$ cat src/rtl/img_pkg.sv
// Shared definitions for the frame packetiser: FSM state encoding, trailer
// word offsets, and the bit layout of trailer info word dw0.
package img_pkg;

    typedef enum logic [2:0] {
        IDLE    = 3'd0,
        WR_DATA = 3'd1,
        PAD     = 3'd2,
        TRAILER = 3'd3,
        DONE    = 3'd4
    } state_t;

    localparam int unsigned TYPE_W        = 2;
    localparam int unsigned SEQ_W         = 32;
    localparam int unsigned INFO_W        = 32;

    // Trailer word offsets
    localparam int unsigned PARITY_OFS    = 0;
    localparam int unsigned INFO_OFS      = 4;

    // dw0 bit positions
    localparam int unsigned DW0_TYPE_LSB  = 8;
    localparam int unsigned DW0_SHORT_BIT = 16;
    localparam int unsigned DW0_OVF_BIT   = 17;

    // Assemble trailer info word dw0 (zero-extended by the caller to DATA_W)
    function automatic logic [INFO_W-1:0] make_dw0(input logic [TYPE_W-1:0] ftype,
                                                   input logic short_flag,
                                                   input logic ovf_flag);
        logic [INFO_W-1:0] w;
        w = '0;
        w[DW0_TYPE_LSB +: TYPE_W] = ftype;
        w[DW0_SHORT_BIT]          = short_flag;
        w[DW0_OVF_BIT]            = ovf_flag;
        return w;
    endfunction

endpackage

$ cat src/rtl/img_parity_acc.sv
// Clearable running-XOR accumulator over the data words of one frame.
// Ports: clk, rst_n (sync, active low), clear (zero the accumulator),
//        enable (fold data into the accumulator), data, parity (result).
module img_parity_acc #(
    parameter int unsigned DATA_W = 32
) (
    input  logic              clk,
    input  logic              rst_n,
    input  logic              clear,
    input  logic              enable,
    input  logic [DATA_W-1:0] data,
    output logic [DATA_W-1:0] parity
);

    // Clear takes priority so a new frame always starts from zero
    always_ff @(posedge clk) begin
        if (!rst_n) begin
            parity <= '0;
        end else if (clear) begin
            parity <= '0;
        end else if (enable) begin
            parity <= parity ^ data;
        end
    end

endmodule

$ cat src/rtl/img_packet_param.sv
// Frame packetiser: writes each selected frame into the DDR write FIFO as
// IMG_WORDS data words followed by a LINE_WORDS-word trailer (parity, info
// words, zero padding). Short frames are zero-padded and flagged.
// Ports: clk, rst_n (sync, active low); data_in/data_in_valid pixel stream;
//        frame_start/frame_type_i frame marker and type; store_type_mask and
//        wr2ddr_en store selection; overflow_clr clears fifo_overflow;
//        fifo_wrdata/fifo_wren/fifo_full FIFO interface; fifo_overflow,
//        frame_store, frame_type_o, frame_seq_o, short_frame_o status.
module img_packet_param
    import img_pkg::*;
#(
    parameter int unsigned DATA_W     = 32,
    parameter int unsigned IMG_WORDS  = 262144,
    parameter int unsigned LINE_WORDS = 256
) (
    input  logic              clk,
    input  logic              rst_n,
    input  logic [DATA_W-1:0] data_in,
    input  logic              data_in_valid,
    input  logic              frame_start,
    input  logic [1:0]        frame_type_i,
    input  logic [3:0]        store_type_mask,
    input  logic              wr2ddr_en,
    input  logic              overflow_clr,
    output logic [DATA_W-1:0] fifo_wrdata,
    output logic              fifo_wren,
    input  logic              fifo_full,
    output logic              fifo_overflow,
    output logic              frame_store,
    output logic [1:0]        frame_type_o,
    output logic [31:0]       frame_seq_o,
    output logic              short_frame_o
);

    localparam int unsigned CNT_W  = $clog2(IMG_WORDS + 1);
    localparam int unsigned TCNT_W = $clog2(LINE_WORDS);

    // Input stage
    logic [DATA_W-1:0] data_in_q;
    logic              valid_q;
    logic              frame_start_q;
    logic              frame_start_qq;
    logic [1:0]        frame_type_q;
    logic              wr2ddr_en_q;

    // Frame state
    state_t            state, state_d;
    logic [CNT_W-1:0]  cnt, cnt_d;
    logic [CNT_W-1:0]  acc_cnt, acc_cnt_d;
    logic [TCNT_W-1:0] tcnt, tcnt_d;
    logic              store_r, store_d;
    logic              short_flag, short_flag_d;
    logic              ovf_frame, ovf_frame_d;
    logic [1:0]        cur_type, cur_type_d;

    // Next values of registered outputs
    logic [DATA_W-1:0] fifo_wrdata_d;
    logic              fifo_wren_d;
    logic              fifo_overflow_d;
    logic              frame_store_d;
    logic [1:0]        frame_type_o_d;
    logic [31:0]       frame_seq_d;
    logic              short_frame_d;

    logic              rise;
    logic              ovf_set;
    logic              par_clr;
    logic              par_en;
    logic [DATA_W-1:0] parity;
    logic [DATA_W-1:0] trailer_word;

    assign rise = frame_start_q & ~frame_start_qq;

    img_parity_acc #(
        .DATA_W (DATA_W)
    ) u_parity (
        .clk    (clk),
        .rst_n  (rst_n),
        .clear  (par_clr),
        .enable (par_en),
        .data   (data_in_q),
        .parity (parity)
    );

    // Trailer word selection; dw1 already reflects this frame's sequence bump
    always_comb begin
        trailer_word = '0;
        if (tcnt == TCNT_W'(PARITY_OFS)) begin
            trailer_word = parity;
        end else if (tcnt == TCNT_W'(INFO_OFS)) begin
            trailer_word = DATA_W'(make_dw0(cur_type, short_flag, ovf_frame));
        end else if (tcnt == TCNT_W'(INFO_OFS + 1)) begin
            trailer_word = DATA_W'(frame_seq_o + 32'(store_r));
        end else if (tcnt == TCNT_W'(INFO_OFS + 2)) begin
            trailer_word = DATA_W'(acc_cnt);
        end
    end

    // Next-state and output logic
    always_comb begin
        state_d         = state;
        cnt_d           = cnt;
        acc_cnt_d       = acc_cnt;
        tcnt_d          = tcnt;
        store_d         = store_r & wr2ddr_en_q;
        short_flag_d    = short_flag;
        ovf_frame_d     = ovf_frame;
        cur_type_d      = cur_type;
        fifo_wrdata_d   = fifo_wrdata;
        fifo_wren_d     = 1'b0;
        frame_store_d   = 1'b0;
        frame_type_o_d  = rise ? frame_type_q : frame_type_o;
        frame_seq_d     = frame_seq_o;
        short_frame_d   = short_frame_o;
        ovf_set         = 1'b0;
        par_clr         = 1'b0;
        par_en          = 1'b0;

        case (state)
            IDLE: begin
                if (rise) begin
                    state_d      = WR_DATA;
                    cnt_d        = '0;
                    acc_cnt_d    = '0;
                    tcnt_d       = '0;
                    short_flag_d = 1'b0;
                    ovf_frame_d  = 1'b0;
                    cur_type_d   = frame_type_q;
                    par_clr      = 1'b1;
                    store_d      = wr2ddr_en_q & store_type_mask[frame_type_q];
                end
            end
            WR_DATA: begin
                // A word dropped on fifo_full still counts and enters parity
                if (valid_q) begin
                    par_en    = 1'b1;
                    cnt_d     = cnt + CNT_W'(1);
                    acc_cnt_d = acc_cnt + CNT_W'(1);
                    if (store_r) begin
                        if (fifo_full) begin
                            ovf_set     = 1'b1;
                            ovf_frame_d = 1'b1;
                        end else begin
                            fifo_wren_d   = 1'b1;
                            fifo_wrdata_d = data_in_q;
                        end
                    end
                end
                if (valid_q && cnt == CNT_W'(IMG_WORDS - 1)) begin
                    state_d = TRAILER;
                end else if (rise) begin
                    short_flag_d = 1'b1;
                    state_d      = PAD;
                end
            end
            PAD: begin
                if (!fifo_full) begin
                    cnt_d = cnt + CNT_W'(1);
                    if (store_r) begin
                        fifo_wren_d   = 1'b1;
                        fifo_wrdata_d = '0;
                    end
                    if (cnt == CNT_W'(IMG_WORDS - 1)) begin
                        state_d = TRAILER;
                    end
                end
            end
            TRAILER: begin
                if (!fifo_full) begin
                    tcnt_d = tcnt + TCNT_W'(1);
                    if (store_r) begin
                        fifo_wren_d   = 1'b1;
                        fifo_wrdata_d = trailer_word;
                    end
                    if (tcnt == TCNT_W'(LINE_WORDS - 1)) begin
                        state_d = DONE;
                    end
                end
            end
            DONE: begin
                if (store_r) begin
                    frame_seq_d   = frame_seq_o + 32'd1;
                    frame_store_d = 1'b1;
                    short_frame_d = short_flag;
                end
                store_d = 1'b0;
                state_d = IDLE;
            end
            default: begin
                state_d = IDLE;
            end
        endcase

        // Set wins over a simultaneous clear
        fifo_overflow_d = ovf_set ? 1'b1 : (overflow_clr ? 1'b0 : fifo_overflow);
    end

    // State, input stage and output registers
    always_ff @(posedge clk) begin
        if (!rst_n) begin
            data_in_q      <= '0;
            valid_q        <= 1'b0;
            frame_start_q  <= 1'b0;
            frame_start_qq <= 1'b0;
            frame_type_q   <= '0;
            wr2ddr_en_q    <= 1'b0;
            state          <= IDLE;
            cnt            <= '0;
            acc_cnt        <= '0;
            tcnt           <= '0;
            store_r        <= 1'b0;
            short_flag     <= 1'b0;
            ovf_frame      <= 1'b0;
            cur_type       <= '0;
            fifo_wrdata    <= '0;
            fifo_wren      <= 1'b0;
            fifo_overflow  <= 1'b0;
            frame_store    <= 1'b0;
            frame_type_o   <= '0;
            frame_seq_o    <= '0;
            short_frame_o  <= 1'b0;
        end else begin
            data_in_q      <= data_in;
            valid_q        <= data_in_valid;
            frame_start_q  <= frame_start;
            frame_start_qq <= frame_start_q;
            frame_type_q   <= frame_type_i;
            wr2ddr_en_q    <= wr2ddr_en;
            state          <= state_d;
            cnt            <= cnt_d;
            acc_cnt        <= acc_cnt_d;
            tcnt           <= tcnt_d;
            store_r        <= store_d;
            short_flag     <= short_flag_d;
            ovf_frame      <= ovf_frame_d;
            cur_type       <= cur_type_d;
            fifo_wrdata    <= fifo_wrdata_d;
            fifo_wren      <= fifo_wren_d;
            fifo_overflow  <= fifo_overflow_d;
            frame_store    <= frame_store_d;
            frame_type_o   <= frame_type_o_d;
            frame_seq_o    <= frame_seq_d;
            short_frame_o  <= short_frame_d;
        end
    end

endmodule
$ cat config.mk
export PLATFORM = sky130hd
export DESIGN_NAME = img_packet_param
export DESIGN_NICKNAME = d
export VERILOG_FILES = /design/src/rtl/img_pkg.sv /design/src/rtl/img_parity_acc.sv /design/src/rtl/img_packet_param.sv
export SDC_FILE = /design/constraint.sdc
export NUM_CORES = 1
export LEC_CHECK = 0
export ABC_AREA = 1
export BUFFER_PORTS_ARGS = -buffer_cell sky130_fd_sc_hd__buf_2
export CAP_MARGIN = 20
export CELL_PAD_IN_SITES_DETAIL_PLACEMENT = 1
export CELL_PAD_IN_SITES_GLOBAL_PLACEMENT = 1
export CORE_MARGIN = 1.5
export CORE_UTILIZATION = 30
export DETAILED_ROUTE_END_ITERATION = 10
export PLACE_DENSITY_LB_ADDON = 0.05
export SLEW_MARGIN = 20
export SYNTH_ARGS = -nofsm -noshare
export SYNTH_HDL_FRONTEND = slang
export SYNTH_SLANG_ARGS = --single-unit
export TNS_END_PERCENT = 1
$ cat constraint.sdc
create_clock -name clk -period 3.1 [get_ports clk]
set_clock_uncertainty 0.05 [all_clocks]
set_input_delay 0.31 -clock clk [delete_from_list [all_inputs] [get_ports clk]]
set_output_delay 0.31 -clock clk [all_outputs]
set_load 0.1 [all_outputs]
# == Word-level counts from Yosys, hierarchy flattened ==
# Index checks and enable logic that the tools add are counted.
# word_totals
regBits,194
input_bits,45
elab_cells,134
# op_classes
addsub,5
order_cmp,1
n_eq_ne,23
muxes,57
bitwise_logic,6
reduce_logical,20
# ops
cell,count
32-bit 2-to-1 mux,10
32-bit one-hot mux with 3 select lines,1
19-bit 2-to-1 mux,5
19-bit one-hot mux with 3 select lines,1
19-bit by 1-bit adder with 19-bit output (second input constant),2
19-bit one-hot mux with 2 select lines,1
32-bit by 1-bit adder with 32-bit output,1
32-bit by 1-bit adder with 32-bit output (second input constant),1
32-bit bitwise XOR,1
2-bit inequality test (second input constant),13
8-bit by 3-bit equality test with 1-bit output (second input constant),3
1-bit 2-to-1 mux,23
3-bit 2-to-1 mux,7
19-bit by 18-bit equality test with 1-bit output (second input constant),1
8-bit 2-to-1 mux,2
8-bit one-hot mux with 2 select lines,1
3-bit one-hot mux with 4 select lines,1
8-bit by 1-bit adder with 8-bit output (second input constant),1
8-bit equality test (second input constant),1
8-bit zero test,1
1-bit one-hot mux with 2 select lines,4
4-bit AND reduction,2
8-bit AND reduction,1
3-bit by 2-bit equality test with 1-bit output (second input constant),2
other kinds (16),26

# == Depth between registers and ports, before layout ==
# depth
word_depth,8
ltp_mapped,13
mapped_depth_nobuf,13

# == Modules after synthesis ==
# From an unflattened synthesis, not the netlist that was laid out.
# hier_totals
cells_unflattened,1451
area_unflattened_um2,9631.7
# by_module_without_submodules
mod,n_inst,cells_per_inst,area_per_inst_um2,seq_area_each_um2
img_packet_param,1,1279,8303.0,3243.1
img_parity_acc,1,172,1328.8,640.6

# == Worst setup path before layout ==
# No wires, ideal clock.
# synth_timing
path_type,reg-to-reg
startpoint,register frame_seq_o[0]
endpoint,register fifo_wrdata[22]
setup_time_ns,0.122
t_arrival_ns,2.491
required_time_ns,2.928
setup_slack_ns,0.437
stages_incl_launch_ff,12
period_less_slack_ns,2.663
path_cell_list,dfxtp_1 -> ha_1 -> ha_1 -> inv_1 -> nor2_1 -> nand2_1 -> nor2_1 -> nand3_1 -> nand3_1 -> o21ai_0 -> nand2_1 -> a21oi_1
# synth_via
elab_chain_cells,7
# synth_lines
item,line,text
from (decl),img_packet_param.sv:31,"output logic [31:0] frame_seq_o,"
from (signal assigned),img_packet_param.sv:242,frame_seq_o <= frame_seq_d;
32-bit by 1-bit adder with 32-bit output,img_packet_param.sv:93,trailer_word = DATA_W'(frame_seq_o + 32'(store_r));
32-bit 2-to-1 mux,img_packet_param.sv:92,end else if (tcnt == TCNT_W'(INFO_OFS + 1)) begin
32-bit 2-to-1 mux,img_packet_param.sv:90,end else if (tcnt == TCNT_W'(INFO_OFS)) begin
32-bit 2-to-1 mux,img_packet_param.sv:88,if (tcnt == TCNT_W'(PARITY_OFS)) begin
32-bit 2-to-1 mux,img_packet_param.sv:171,if (store_r) begin
32-bit 2-to-1 mux,img_packet_param.sv:169,if (!fifo_full) begin
32-bit one-hot mux with 3 select lines,img_packet_param.sv:119,case (state)
to (signal assigned),img_packet_param.sv:237,fifo_wrdata <= fifo_wrdata_d;
to (decl),img_packet_param.sv:25,"output logic [DATA_W-1:0] fifo_wrdata,"
# No other way between the ends. The select of a mux whose other input is x is not followed.
# A chain may end at the register's enable or synchronous reset.

# == Worst setup path after layout ==
# layout_timing
startpoint,register frame_seq_o[0]
endpoint,register fifo_wrdata[30]
# The elaborated chain is that of the path after synthesis.

==> impl_metrics.env <==
export IMPL_start_kind="flop"
export IMPL_wirelength_mm=36.4
export IMPL_synth_async_reset_ratio_pct=0
export IMPL_die_w_um=183
export IMPL_postCtsSetupRepairBufs=0
export IMPL_grt_pass1_wl_mm=57.4
export IMPL_synthCells=1470
export IMPL_ir_worst_vdd_uv=404
export IMPL_regArea_mm2=0.00388
export IMPL_core_area_mm2=0.0317
export IMPL_multi_input_area_mm2=0.00487
export IMPL_grt_max_degree=75
export IMPL_finalMaxSlewViolations=0
export IMPL_synth_nets=1524
export IMPL_cts_made_buffers=17
export IMPL_clk_pin_slew_ps=80
export IMPL_die_h_um=183
export IMPL_track_usage_pct=22.6
export IMPL_cts_buffer_depth=2
export IMPL_relSlewSlack_pct=45.5
export IMPL_drt_iter0_drc=372
export IMPL_gp_congestion=0.869
export IMPL_post_route_min_period_ps=2310
export IMPL_overflow=0
export IMPL_post_route_util_pct=36.6
export IMPL_vias=9800
export IMPL_syn_cell_area_mm2=0.00972
export IMPL_start_util_pct=30.7
export IMPL_avgRoutedWirePerCell_um=18.0
export IMPL_clk_latency_ps=470
export IMPL_ys_warn_count=0
export IMPL_syn_to_final_growth_pct=19.3
export IMPL_cts_sinks=194
export IMPL_fin_setup_tns_ps=0
export IMPL_crit_type="reg2reg"
export IMPL_hold_path_class="in2reg"
export IMPL_placed_area_mm2=0.0107
export IMPL_rsz0062_at_grt="no"
export IMPL_top_layer="met4"
export IMPL_antenna_cells=0
export IMPL_period_share_pct=74.6
export IMPL_dr_wl_met3_um=788
export IMPL_cts_tree="built"
export IMPL_wl_met1_mm=16.8
export IMPL_yosys_most_used_dff="dfxtp_1"
export IMPL_htreeDepth=4
export IMPL_root_buffer="clkbuf_16"
export IMPL_required_ps=3450
export IMPL_path_max_fanout=6
export IMPL_wl_met2_mm=17.7
export IMPL_fin_nets=1661
export IMPL_finalInstanceArea_mm2=0.0116
export IMPL_setup_viol=0
export IMPL_syn_avg_cell_area_um2=6.61
export IMPL_tightest_slew_ps=816
export IMPL_cp_arrival_ps=2660
export IMPL_final_cell_mix="nand2_1 (393), dfxtp_1 (194), inv_1 (184), a21oi_1 (160), nor2_1 (135)"
export IMPL_synth_seq_area_share_pct=39.9
export IMPL_grt_pass1_vias=10024
export IMPL_rows=65
export IMPL_ys_types=44
export IMPL_leakage_nw=4.93
export IMPL_portBuffers=114
export IMPL_synth_seq_cells=194
export IMPL_p_per_area_mw_per_mm2=481
export IMPL_ant_nets=0
export IMPL_grt_antenna_before_repair=0
export IMPL_final_common_cell="nand2_1"
export IMPL_status="complete, no violations"
export IMPL_die_area_mm2=0.0335
export IMPL_max_cap_violations=0
export IMPL_fmax_mhz=433
export IMPL_fillCellCount=4122
export IMPL_drc=0
export IMPL_cts_resized=0
export IMPL_drive_above_1_share_pct=13.6
export IMPL_fin_total_pwr_mw=5.58
export IMPL_io_pins=115
export IMPL_endpoint_kind="flop"
export IMPL_synth_edf_count=0
export IMPL_firstDrtPassIters=4
export IMPL_viasPerCell=4.85
export IMPL_dpl_hpwl_mm=26.6
export IMPL_finalHoldViolCount=0
==> cell type report <==
class / count / share of cell area (%)
Timing Repair Buffer: 162 / 8.87
Clock buffer: 17 / 3.67
Multi-Input combinational cell: 1035 / 42.0
Sequential cell: 194 / 33.5
Tap cell: 402 / 4.34
Inverter: 197 / 6.38
Clock inverter: 15 / 1.29
==> cells by family after synthesis <==
kind of cell | Yosys count | share of synthesized area (%)
simple gates | 719 | 31.8
compound gates | 292 | 15.8
buf+inv | 241 | 9.99
flops | 194 | 39.9
xor+xnor | 15 | 1.35
fa+ha+maj | 9 | 1.16
==> stage by stage <==
stage | std cells | setup WS, ps | hold slack (ps)
5_1_grt | 2022 | 462 | 2.02
3_5_place_dp | 1957 | 769 | 369
6_report | 2022 | 788 | 3.42
2_1_floorplan | 1470 | 437 | 347
4_1_cts | 2022 | 755 | 2.28
3_3_place_gp | 1957 | 872 | 361
==> flip-flops by register name, summed over array words and instances, names as in the netlist, 3 cells and up <==
signal	count
acc_cnt	19
fifo_wrdata	32
state	3
u_parity.parity	32
tcnt	8
data_in_q	32
frame_seq_o	32
cnt	19
==> cell usage after synthesis (9+ instances only) <==
| cell | n | share of area [%] |
|---|---|---|
| nand2_1 | 393 | 15 |
| clkbuf_1 | 13 | 0.50 |
| o21ai_0 | 82 | 4.2 |
| nand2_2 | 11 | 0.71 |
| buf_2 | 20 | 1.0 |
| dfxtp_1 | 194 | 40 |
| ha_1 | 9 | 1.2 |
| o21ai_1 | 23 | 1.2 |
| a21oi_1 | 160 | 8.2 |
| nand4_1 | 17 | 1.1 |
| nor2_2 | 16 | 1.0 |
| nor3_1 | 20 | 1.0 |
| xor2_1 | 12 | 1.1 |
| inv_2 | 12 | 0.46 |
| nor2_1 | 135 | 5.2 |
| nand3_1 | 100 | 5.1 |
| inv_1 | 184 | 7.1 |
==> what timing repair did <==
item                                   4_1_cts  5_1_grt
setup endpoints to repair                    0        0
hold buffers                                33        0
endpoints found under the hold margin       33        0
==> worst max-delay path, stage by stage (launching register included) <==
cell	delay, ps
dfxtp_1	420
ha_1	220
ha_1	270
inv_1	100
nor2_1	240
nand2_1	150
nor2_1	300
nand2_1	100
nand2_1	60
nand3_1	70
nand2_1	70
nand2_1	50
a21oi_1	130
==> per-layer routing <==
metal,vias to the layer above,global-route usage (%)
met4,0,9.31
met5,-,0
met1,4671,28.2
li1,4964,-
met2,124,39.3
met3,41,2.76
==> path summary, 6_finish.rpt <==
| kind | from | end | slack (ps) | cells past startpoint |
|---|---|---|---|---|
| min | data_in[17] | data_in_q[17] | 3 | 3 |
| max | frame_seq_o[0] | fifo_wrdata[30] | 790 | 12 |
| min reg2reg | wr2ddr_en_q | store_r | 380 | 2 |
| max reg2reg | frame_seq_o[0] | fifo_wrdata[30] | 790 | 12 |
==> power breakdown <==
part	internal (mW)	switching, mW	leakage [nW]	total, mW
clock network	1.13	1.13	0.280	2.26
logic	0.196	0.496	3.07	0.691
registers	2.56	0.0688	1.57	2.63
total	3.89	1.70	4.93	5.58
(Power assumes the default switching activity.)
